$ cat src/rtl/spi_host_arbiter_pkg.sv
// spi_arb_pkg: state encoding, width helper and default constants for spi_host_arbiter
package spi_arb_pkg;
    typedef enum logic [2:0] {
        IDLE      = 3'd0,
        START     = 3'd1,
        WAIT_DONE = 3'd2,
        WAIT_RX   = 3'd3,
        RELEASE   = 3'd4
    } state_e;
    localparam int DEFAULT_TIMEOUT_CYCLES = 1024;
    function automatic int ptr_w(input int n);
        return (n > 1) ? $clog2(n) : 1;
    endfunction
endpackage

$ cat src/rtl/spi_host_arbiter_if.sv
// spi_host_arbiter_if: client request/response bus plus SPI host handshake
interface spi_host_arbiter_if #(
    parameter int NUM_REQ    = 4,
    parameter int DATA_WIDTH = 8
);
    logic [NUM_REQ-1:0]            req;
    logic [NUM_REQ*DATA_WIDTH-1:0] req_data;
    logic [NUM_REQ-1:0]            grant;
    logic [NUM_REQ-1:0]            done;
    logic [DATA_WIDTH-1:0]         rsp_data;
    logic                          err;
    logic                          busy;
    logic [DATA_WIDTH-1:0]         host_tx_data;
    logic                          host_tx_start;
    logic                          host_tx_done;
    logic [DATA_WIDTH-1:0]         host_rx_data;
    logic                          host_rx_valid;
    modport master (
        input  req, req_data, host_tx_done, host_rx_data, host_rx_valid,
        output grant, done, rsp_data, err, busy, host_tx_data, host_tx_start
    );
    modport slave (
        output req, req_data, host_tx_done, host_rx_data, host_rx_valid,
        input  grant, done, rsp_data, err, busy, host_tx_data, host_tx_start
    );
endinterface

$ cat src/rtl/spi_host_arbiter_picker.sv
// spi_rr_picker: rotating-priority encoder; the first set req at or above ptr (wrapping) wins
module spi_rr_picker import spi_arb_pkg::*; #(
    parameter int NUM_REQ = 4,
    localparam int PTR_W  = ptr_w(NUM_REQ)
) (
    input  logic [NUM_REQ-1:0] req,
    input  logic [PTR_W-1:0]   ptr,
    output logic [PTR_W-1:0]   idx,
    output logic [NUM_REQ-1:0] onehot,
    output logic               any_req
);
    // scan from lowest priority to highest so the closest-to-ptr request overwrites last
    always_comb begin
        idx = '0;
        for (int k = NUM_REQ - 1; k >= 0; k--)
            idx = req[PTR_W'((int'(ptr) + k) % NUM_REQ)] ? PTR_W'((int'(ptr) + k) % NUM_REQ) : idx;
    end
    assign any_req = |req;
    assign onehot  = any_req ? NUM_REQ'(1) << idx : '0;
endmodule

$ cat src/rtl/spi_host_arbiter.sv
// spi_host_arbiter: round-robin sharing of one SPI host between NUM_REQ clients
// SPI_ARB_TIMEOUT_EN adds a watchdog forcing RELEASE with err after TIMEOUT_CYCLES
module spi_host_arbiter import spi_arb_pkg::*; #(
    parameter int NUM_REQ    = 4,
    parameter int DATA_WIDTH = 8
`ifdef SPI_ARB_TIMEOUT_EN
    , parameter int TIMEOUT_CYCLES = DEFAULT_TIMEOUT_CYCLES
`endif
) (
    input logic                clk,
    input logic                rst,
    spi_host_arbiter_if.master bus
);
    localparam int PTR_W = ptr_w(NUM_REQ);
    state_e                state_q, state_d;
    logic [NUM_REQ-1:0]    grant_q, grant_d, done_q, done_d, pick_oh;
    logic [DATA_WIDTH-1:0] tx_q, tx_d, rsp_q, rsp_d;
    logic [PTR_W-1:0]      ptr_q, ptr_d, win_q, win_d, pick_idx;
    logic                  pick_any;
    spi_rr_picker #(.NUM_REQ(NUM_REQ)) u_picker (
        .req     (bus.req),
        .ptr     (ptr_q),
        .idx     (pick_idx),
        .onehot  (pick_oh),
        .any_req (pick_any)
    );
`ifdef SPI_ARB_TIMEOUT_EN
    localparam int CW = $clog2(TIMEOUT_CYCLES) + 1;
    logic [CW-1:0] cnt_q, cnt_d;
    logic          err_q, err_d, waiting, expired;
    assign waiting = (state_q == WAIT_DONE) || (state_q == WAIT_RX);
    assign expired = waiting && (cnt_q + 1'b1 == CW'(TIMEOUT_CYCLES));
    always_comb begin
        cnt_d = waiting ? cnt_q + 1'b1 : '0;
        err_d = expired;
    end
    always_ff @(posedge clk) begin
        if (rst) begin
            cnt_q <= '0;
            err_q <= 1'b0;
        end else begin
            cnt_q <= cnt_d;
            err_q <= err_d;
        end
    end
    assign bus.err = err_q;
`else
    assign bus.err = 1'b0;
`endif
    always_comb begin
        state_d = state_q;
        grant_d = grant_q;
        tx_d    = tx_q;
        rsp_d   = rsp_q;
        done_d  = '0;
        win_d   = win_q;
        ptr_d   = ptr_q;
        case (state_q)
            IDLE: if (pick_any) begin
                state_d = START;
                grant_d = pick_oh;
                win_d   = pick_idx;
                tx_d    = bus.req_data[int'(pick_idx)*DATA_WIDTH +: DATA_WIDTH];
            end
            START:     state_d = WAIT_DONE;
            WAIT_DONE: state_d = bus.host_tx_done ? WAIT_RX : WAIT_DONE;
            WAIT_RX: if (bus.host_rx_valid) begin
                state_d = RELEASE;
                rsp_d   = bus.host_rx_data;
                done_d  = grant_q;
            end
            RELEASE: begin
                state_d = IDLE;
                grant_d = '0;
                ptr_d   = (win_q == PTR_W'(NUM_REQ - 1)) ? '0 : win_q + 1'b1;
            end
            default: state_d = IDLE;
        endcase
`ifdef SPI_ARB_TIMEOUT_EN
        if (expired) begin
            state_d = RELEASE;
            rsp_d   = '0;
            done_d  = grant_q;
        end
`endif
    end
    always_ff @(posedge clk) begin
        if (rst) begin
            state_q <= IDLE;
            grant_q <= '0;
            done_q  <= '0;
            tx_q    <= '0;
            rsp_q   <= '0;
            win_q   <= '0;
            ptr_q   <= '0;
        end else begin
            state_q <= state_d;
            grant_q <= grant_d;
            done_q  <= done_d;
            tx_q    <= tx_d;
            rsp_q   <= rsp_d;
            win_q   <= win_d;
            ptr_q   <= ptr_d;
        end
    end
    assign bus.grant         = grant_q;
    assign bus.done          = done_q;
    assign bus.rsp_data      = rsp_q;
    assign bus.host_tx_data  = tx_q;
    assign bus.host_tx_start = (state_q == START);
    assign bus.busy          = (state_q != IDLE);
endmodule

$ cat src/flat_wrapper.sv
// flat-port wrapper written by rule: the top's interface ports become plain ports
module spi_host_arbiter_flat import spi_arb_pkg::*;
#(
    parameter int NUM_REQ    = 4,
    parameter int DATA_WIDTH = 8

)
  (clk, rst, bus_req, bus_req_data, bus_host_tx_done, bus_host_rx_data, bus_host_rx_valid, bus_grant, bus_done, bus_rsp_data, bus_err, bus_busy, bus_host_tx_data, bus_host_tx_start);
  spi_host_arbiter_if #(.NUM_REQ(NUM_REQ), .DATA_WIDTH(DATA_WIDTH)) bus_i ();
  input logic clk;
  input logic rst;
  input wire logic [$bits(bus_i.req)-1:0] bus_req;
  input wire logic [$bits(bus_i.req_data)-1:0] bus_req_data;
  input wire logic [$bits(bus_i.host_tx_done)-1:0] bus_host_tx_done;
  input wire logic [$bits(bus_i.host_rx_data)-1:0] bus_host_rx_data;
  input wire logic [$bits(bus_i.host_rx_valid)-1:0] bus_host_rx_valid;
  output wire logic [$bits(bus_i.grant)-1:0] bus_grant;
  output wire logic [$bits(bus_i.done)-1:0] bus_done;
  output wire logic [$bits(bus_i.rsp_data)-1:0] bus_rsp_data;
  output wire logic [$bits(bus_i.err)-1:0] bus_err;
  output wire logic [$bits(bus_i.busy)-1:0] bus_busy;
  output wire logic [$bits(bus_i.host_tx_data)-1:0] bus_host_tx_data;
  output wire logic [$bits(bus_i.host_tx_start)-1:0] bus_host_tx_start;
  assign bus_i.req = bus_req;
  assign bus_i.req_data = bus_req_data;
  assign bus_i.host_tx_done = bus_host_tx_done;
  assign bus_i.host_rx_data = bus_host_rx_data;
  assign bus_i.host_rx_valid = bus_host_rx_valid;
  assign bus_grant = bus_i.grant;
  assign bus_done = bus_i.done;
  assign bus_rsp_data = bus_i.rsp_data;
  assign bus_err = bus_i.err;
  assign bus_busy = bus_i.busy;
  assign bus_host_tx_data = bus_i.host_tx_data;
  assign bus_host_tx_start = bus_i.host_tx_start;
  spi_host_arbiter #(.NUM_REQ(NUM_REQ), .DATA_WIDTH(DATA_WIDTH)) u_core (.clk(clk), .rst(rst), .bus(bus_i));
endmodule
$ cat config.mk
export PLATFORM = sky130hd
export DESIGN_NAME = spi_host_arbiter_flat
export DESIGN_NICKNAME = d
export VERILOG_FILES = /design/src/rtl/spi_host_arbiter_pkg.sv /design/src/rtl/spi_host_arbiter_if.sv /design/src/rtl/spi_host_arbiter_picker.sv /design/src/rtl/spi_host_arbiter.sv /design/src/flat_wrapper.sv
export SDC_FILE = /design/constraint.sdc
export NUM_CORES = 1
export LEC_CHECK = 0
export CAP_MARGIN = 0
export CORE_MARGIN = 1
export CORE_UTILIZATION = 39
export DETAILED_ROUTE_END_ITERATION = 10
export PLACE_DENSITY = 0.78
export SYNTH_ARGS = -nofsm -noshare
export SYNTH_HDL_FRONTEND = slang
export SYNTH_SLANG_ARGS = --single-unit
$ cat constraint.sdc
create_clock -name clk -period 2.6 [get_ports clk]
set_clock_uncertainty 0.1 [all_clocks]
set_input_delay 0.39 -clock clk [delete_from_list [all_inputs] [get_ports clk]]
set_output_delay 0.39 -clock clk [all_outputs]
set_load 0.01 [all_outputs]
==> flow_summary.json, run 1 <==
{
  "status": "finished clean",
  "detail-route-antenna-nets": 0,
  "cts_resized": 0,
  "ctsHoldBuffers": 0,
  "p_leak_nw": 0.831,
  "num_vias": 1424,
  "final_common_cell": "clkdlybuf4s50_1",
  "syn_to_final_growth_pct": 58.1,
  "cts_setup_buffers": 0,
  "core_area_mm2": 0.00347,
  "setup_tns_ps": 0,
  "rsz0062_at_grt": "no",
  "numPortBuffers": 73,
  "hold_viol": 0,
  "syn_inst": 157,
  "avgSynthCellArea_um2": 9.39,
  "drt_iter0_drc": 33,
  "dr.pass1.iters": 4,
  "cts_tree": "done",
  "cts_buffers": 5,
  "hpwl_um": 3030,
  "n_antenna_cell": 0,
  "hold_class": "register to register",
  "period_share_pct": 84.0,
  "drt-total-wl_um": 3850,
  "cp_data_arrival_time_ps": 2280,
  "synth_cell_types": 32,
  "grt_pass1_vias": 1395,
  "regArea_um2": 621,
  "drc": 0,
  "drive_gt1_share_pct": 10.0,
  "wl_per_cell_um": 13.9,
  "grt_pass1_wl_um": 6200,
  "dpl.cell_count": 269,
  "clockRootBuffer": "clkbuf_8",
  "grt_max_degree": 25,
  "place.gp.congestion": 0.832,
  "clk_pin_slew_ps": 60,
  "start_util_pct": 42.5,
  "worstPathRequired_ps": 2700,
  "synth_warnings": 0,
  "finalNetCount": 279,
  "grt_overflow_total": 0,
  "ys.flop_type": "dfxtp_1",
  "critPathMaxFanout": 8,
  "timing.fmax_mhz": 458,
  "grt_usage_pct": 20.1,
  "vias_per_cell": 5.16,
  "antenna_found_initial": 0,
  "ys_ff_latch": 31,
  "end_kind": "register",
  "ioPinCount": 75,
  "syn-num-nets": 206,
  "maxCapViolCount": 0,
  "syn_area_mm2": 0.00147,
  "powerDensity_mw_per_mm2": 516,
  "report.final.slew_viol_count": 0,
  "crit_type": "input pin to register",
  "start_kind": "input pin",
  "fin_cells": 276,
  "die_w_um": 63.5,
  "nFillCells": 305,
  "finalSetupViolations": 0,
  "die_h_um": 63.5,
  "rows": 21,
  "async_reset_ff_share_pct": 0,
  "dieArea_mm2": 0.00403,
  "min_period_ps": 2190,
  "ir_drop_mv": 0.266,
  "busiest_layer": "met2",
  "grt_use_met1_pct": 23.2,
  "multi_input_area_um2": 796,
  "htree_levels": 2,
  "yosysSeqAreaShare_pct": 42.1,
  "insertion_delay_ps": 280,
  "cts_sinks": 31,
  "final_cell_mix": "73 x clkdlybuf4s50_1, 31 x dfxtp_1, 24 x nand2_1",
  "clock_path_buffers": 2,
  "met2_usage_pct": 34.0,
  "synth_edf_count": 0,
  "grt_util_met3_pct": 5.25
}
## kinds of logic (layout without fill, tap and decap cells)
group	count (synthesis)	after routing	share of synthesized area (%)
and+or+nand+nor	64	64	23.8
DFF	31	31	42.1
AOI/OAI and AO/OA	27	27	15.1
muxes	20	20	13.6
buffers and inverters	13	86	4.33
adders and majority gates	1	1	0.849
other	1	1	0.254
## metal layers
metal / wire length [um] / vias up
met5: 0 / -
met3: 212 / 8
met1: 1550 / 657
met4: 65 / 0
met2: 2020 / 54
li1: - / 705
## through the flow
step	area [um2]	setup slack [ps]	hold WS (ps)	util, %	power, mW
3_3_place_gp	2240	199	342	64.6	0.828
5_1_grt	2330	327	381	67.2	1.26
4_1_cts	2330	432	361	67.2	1.21
2_1_floorplan	1470	802	368	-	0.676
3_5_place_dp	2240	138	353	64.6	0.838
6_report	2330	415	356	67.2	1.20
## power breakdown
| part | switching (mW) | leakage (nW) | internal (mW) |
|---|---|---|---|
| clock network | 0.168 | 0.0470 | 0.207 |
| logic | 0.121 | 0.532 | 0.175 |
| registers | 0.0250 | 0.253 | 0.506 |
| total | 0.315 | 0.831 | 0.888 |
## flip-flops by register name, summed over array words and instances, names as in the netlist
register / cells
u_core.bus.grant: 4
u_core.bus.host_tx_data: 8
u_core.ptr_q: 2
u_core.win_q: 2
u_core.state_q: 3
u_core.bus.rsp_data: 8
u_core.bus.done: 4
## worst max-delay path, cell delays in order
cell	delay, ps
clkdlybuf4s50_1	470
mux2i_1	170
nor2_1	70
or3_4	390
or3_1	530
o221ai_2	260
## worst paths after layout
path / slack (ps) / depth (start not counted) / startpoint / end
worst min register to register: 360 / 2 / u_core.bus.rsp_data[6]$_SDFFE_PP0N_ / u_core.bus.rsp_data[6]$_SDFFE_PP0N_
worst max register to register: 520 / 5 / u_core.ptr_q[1]$_SDFFE_PP0P_ / u_core.bus.host_tx_data[7]$_SDFFE_PP0P_
worst max-delay path: 410 / 6 / bus_req[2] / u_core.bus.host_tx_data[7]$_SDFFE_PP0P_
worst min-delay path: 360 / 2 / u_core.bus.rsp_data[6]$_SDFFE_PP0N_ / u_core.bus.rsp_data[6]$_SDFFE_PP0N_
## layout make-up
| type | count | area share, % |
|---|---|---|
| Clock buffer | 6 | 3.54 |
| Clock inverter | 1 | 0.215 |
| Inverter | 2 | 0.322 |
| Multi-Input combinational cell | 113 | 34.2 |
| Sequential cell | 31 | 26.6 |
| Tap cell | 46 | 2.47 |
| Timing Repair Buffer | 77 | 32.7 |
## cells in the mapped netlist, types with 3 or more instances
library cell	count	share of area, %
a21oi_1	17	5.8
and2_1	4	1.7
buf_2	3	1.0
clkbuf_1	5	1.3
dfxtp_1	31	42
mux2i_1	20	14
nand2_1	24	6.1
nand3b_1	9	4.6
nor2_1	6	1.5
nor3_1	3	1.0
o221ai_2	8	8.1
or3_1	4	1.7
(Power assumes the default switching activity.)
==> inputs of run 2 (changes only) <==
--- a/config.mk
+++ b/config.mk
@@ -7,9 +7,9 @@
 export LEC_CHECK = 0
 export CAP_MARGIN = 0
 export CORE_MARGIN = 1
-export CORE_UTILIZATION = 39
+export CORE_UTILIZATION = 36
 export DETAILED_ROUTE_END_ITERATION = 10
-export PLACE_DENSITY = 0.78
+export PLACE_DENSITY = 0.75
 export SYNTH_ARGS = -nofsm -noshare
 export SYNTH_HDL_FRONTEND = slang
 export SYNTH_SLANG_ARGS = --single-unit
==> constraint.sdc (replaced) <==
create_clock -name clk -period 1.8 [get_ports clk]
set_clock_uncertainty 0.1 [all_clocks]
set_input_delay 0.27 -clock clk [delete_from_list [all_inputs] [get_ports clk]]
set_output_delay 0.27 -clock clk [all_outputs]
set_load 0.01 [all_outputs]
==> run 2 against run 1 <==
Effect of this change: first-iteration DRC count is 30% higher; largest cell class is now non-clock buffers; die area up 8.1%; sequential cell count unchanged; sequential share of layout area down 1.7 points; final cell count up 6.5%.
==> flow_summary.json, run 2 (synthesized netlist as in run 1, its figures left out) <==
{
  "reg2reg_to": "u_core.bus.host_tx_data[1]$_SDFFE_PP0P_",
  "place.gp.congestion": 0.812,
  "min_to": "u_core.bus.rsp_data[6]$_SDFFE_PP0N_",
  "vias_per_cell": 4.87,
  "drt_iter0_drc": 43,
  "grt_usage_pct": 19.6,
  "dr.pass1.iters": 4,
  "clockPowerShare_pct": 32.3,
  "cpMostUsedCell": "or3_4",
  "grt_pass1_wl_um": 6350,
  "numPortBuffers": 73,
  "hold_viol": 0,
  "n_antenna_cell": 0,
  "insertion_delay_ps": 280,
  "drt-total-wl_um": 3900,
  "nFillCells": 338,
  "timing.fmax_mhz": 565,
  "worstHoldStart": "u_core.bus.rsp_data[6]$_SDFFE_PP0N_",
  "combPwrFrac_pct": 26.4,
  "end_kind": "register",
  "p_sw_uw": 477,
  "crit_type": "input pin to register",
  "placed_area_mm2": 0.00235,
  "rows": 22,
  "period_share_pct": 98.3,
  "r2r-start": "u_core.ptr_q[1]$_SDFFE_PP0P_",
  "report.final.slew_viol_count": 0,
  "ioPinCount": 75,
  "die_h_um": 66.0,
  "min_period_ps": 1770,
  "setup_tns_ps": 0,
  "powerDensity_mw_per_mm2": 739,
  "wl_per_cell_um": 13.3,
  "hold_class": "register to register",
  "crit_family": "simple AND/OR/NAND/NOR gates",
  "max_stage_delay_ps": 540,
  "cts_sinks": 31,
  "clock_path_buffers": 2,
  "final_common_cell": "clkdlybuf4s50_1",
  "status": "finished clean",
  "start_kind": "input pin",
  "final_area_mm2": 0.00251,
  "detail-route-antenna-nets": 0,
  "cp_data_arrival_time_ps": 1870,
  "critPathMaxFanout": 8,
  "grt_overflow_total": 0,
  "rr_worst_depth": 6,
  "holdPathStages": 2,
  "multi_input_area_um2": 832,
  "num_vias": 1432,
  "drc": 0,
  "path_cells": "clkdlybuf4s50_1 > a21oi_2 > or3_4 > or3_4 > o221ai_2",
  "cts_tree": "done",
  "clk_pin_slew_ps": 60,
  "htree_levels": 2,
  "grt_max_degree": 25,
  "path_buf_inv": 1,
  "core_area_mm2": 0.00380,
  "start_util_pct": 38.8,
  "clockRootBuffer": "clkbuf_8",
  "hpwl_um": 2780,
  "r2r_slack_ps": 40,
  "syn_to_final_growth_pct": 70.3,
  "sequentialPowerShare_pct": 41.3,
  "grt_pass1_vias": 1386,
  "swShare_pct": 25.7,
  "maxCapViolCount": 0,
  "finalNetCount": 294,
  "p_leak_nw": 0.938,
  "internal_power_mw": 1.38,
  "cts_buffers": 5,
  "antenna_found_initial": 0,
  "worstPathRequired_ps": 1900,
  "regArea_um2": 627,
  "die_w_um": 66.0,
  "final_cell_mix": "68 x clkdlybuf4s50_1, 28 x dfxtp_1, 23 x nand2_1",
  "dieArea_mm2": 0.00435,
  "drive_gt1_share_pct": 18.7,
  "ir_drop_mv": 0.402,
  "finalSetupViolations": 0,
  "rsz0062_at_grt": "yes",
  "slowest_stage": "clkdlybuf4s50_1"
}
==> run 2: power by group through the flow <==
stage	Combinational [mW]	Sequential (mW)	Clock, mW
2_1_floorplan	0.193	0.783	0
3_3_place_gp	0.466	0.777	0
3_5_place_dp	0.471	0.775	0
4_1_cts	0.487	0.764	0.613
5_1_grt	0.529	0.771	0.644
6_report	0.490	0.765	0.599
==> run 2: what timing repair did <==
item / CTS / global route
hold buffers: 0 / 0
resized for setup: 13 / 6
pin swaps: 11 / 6
setup buffers: 5 / 2
setup endpoints to repair: 11 / 12
==> run 2: layout make-up <==
cell class / count / share of cell area [%]
clock buffers: 8 / 3.99
inverters: 2 / 0.299
multi-input cells: 113 / 33.2
flip-flops and latches: 31 / 25.0
well taps: 48 / 2.39
repair buffers: 92 / 35.2
==> run 2: worst max path at each step <==
stage / from / endpoint / slack (ps) / depth (start not counted)
6_report: bus_req[3] / u_core.bus.host_tx_data[1]$_SDFFE_PP0P_ / 30 / 5
5_1_grt: u_core.ptr_q[1]$_SDFFE_PP0P_ / u_core.bus.host_tx_data[6]$_SDFFE_PP0P_ / -10 / 6
4_1_cts: u_core.ptr_q[1]$_SDFFE_PP0P_ / u_core.bus.host_tx_data[1]$_SDFFE_PP0P_ / -10 / 6
3_5_place_dp: bus_req[2] / u_core.bus.host_tx_data[5]$_SDFFE_PP0P_ / -440 / 7
3_3_place_gp: bus_req[2] / u_core.bus.host_tx_data[7]$_SDFFE_PP0P_ / -390 / 7
2_1_floorplan: u_core.ptr_q[1]$_SDFFE_PP0P_ / u_core.bus.host_tx_data[0]$_SDFFE_PP0P_ / 2 / 6
==> run 2: routing by layer <==
layer / vias up / track usage [%] / part of all wire [%] / routed length, um
met5: - / 0 / 0 / 0
met4: 0 / 7.18 / 1.1 / 43
met3: 4 / 8.10 / 6.3 / 245
met2: 47 / 31.0 / 50 / 1940
met1: 648 / 23.7 / 43 / 1680
li1: 733 / - / - / -
==> run 2: worst register-to-register path: cells and delay by family, from the launching register on <==
family                 cells  cell delay, ps
buffers and inverters      1             130
AOI/OAI and AO/OA          2             240
DFF                        1             330
and+or+nand+nor            3             880
==> run 2: through the flow <==
step | hold WS, ps | util, % | std cells | power [mW] | setup slack, ps
6_report | 359 | 66.1 | 294 | 1.85 | 30.1
5_1_grt | 378 | 66.1 | 294 | 1.94 | -13.4
4_1_cts | 362 | 66.1 | 295 | 1.86 | -14.2
3_5_place_dp | 351 | 61.9 | 282 | 1.25 | -436
3_3_place_gp | 341 | 61.9 | 282 | 1.24 | -392
2_1_floorplan | 272 | - | 157 | 0.976 | 1.51
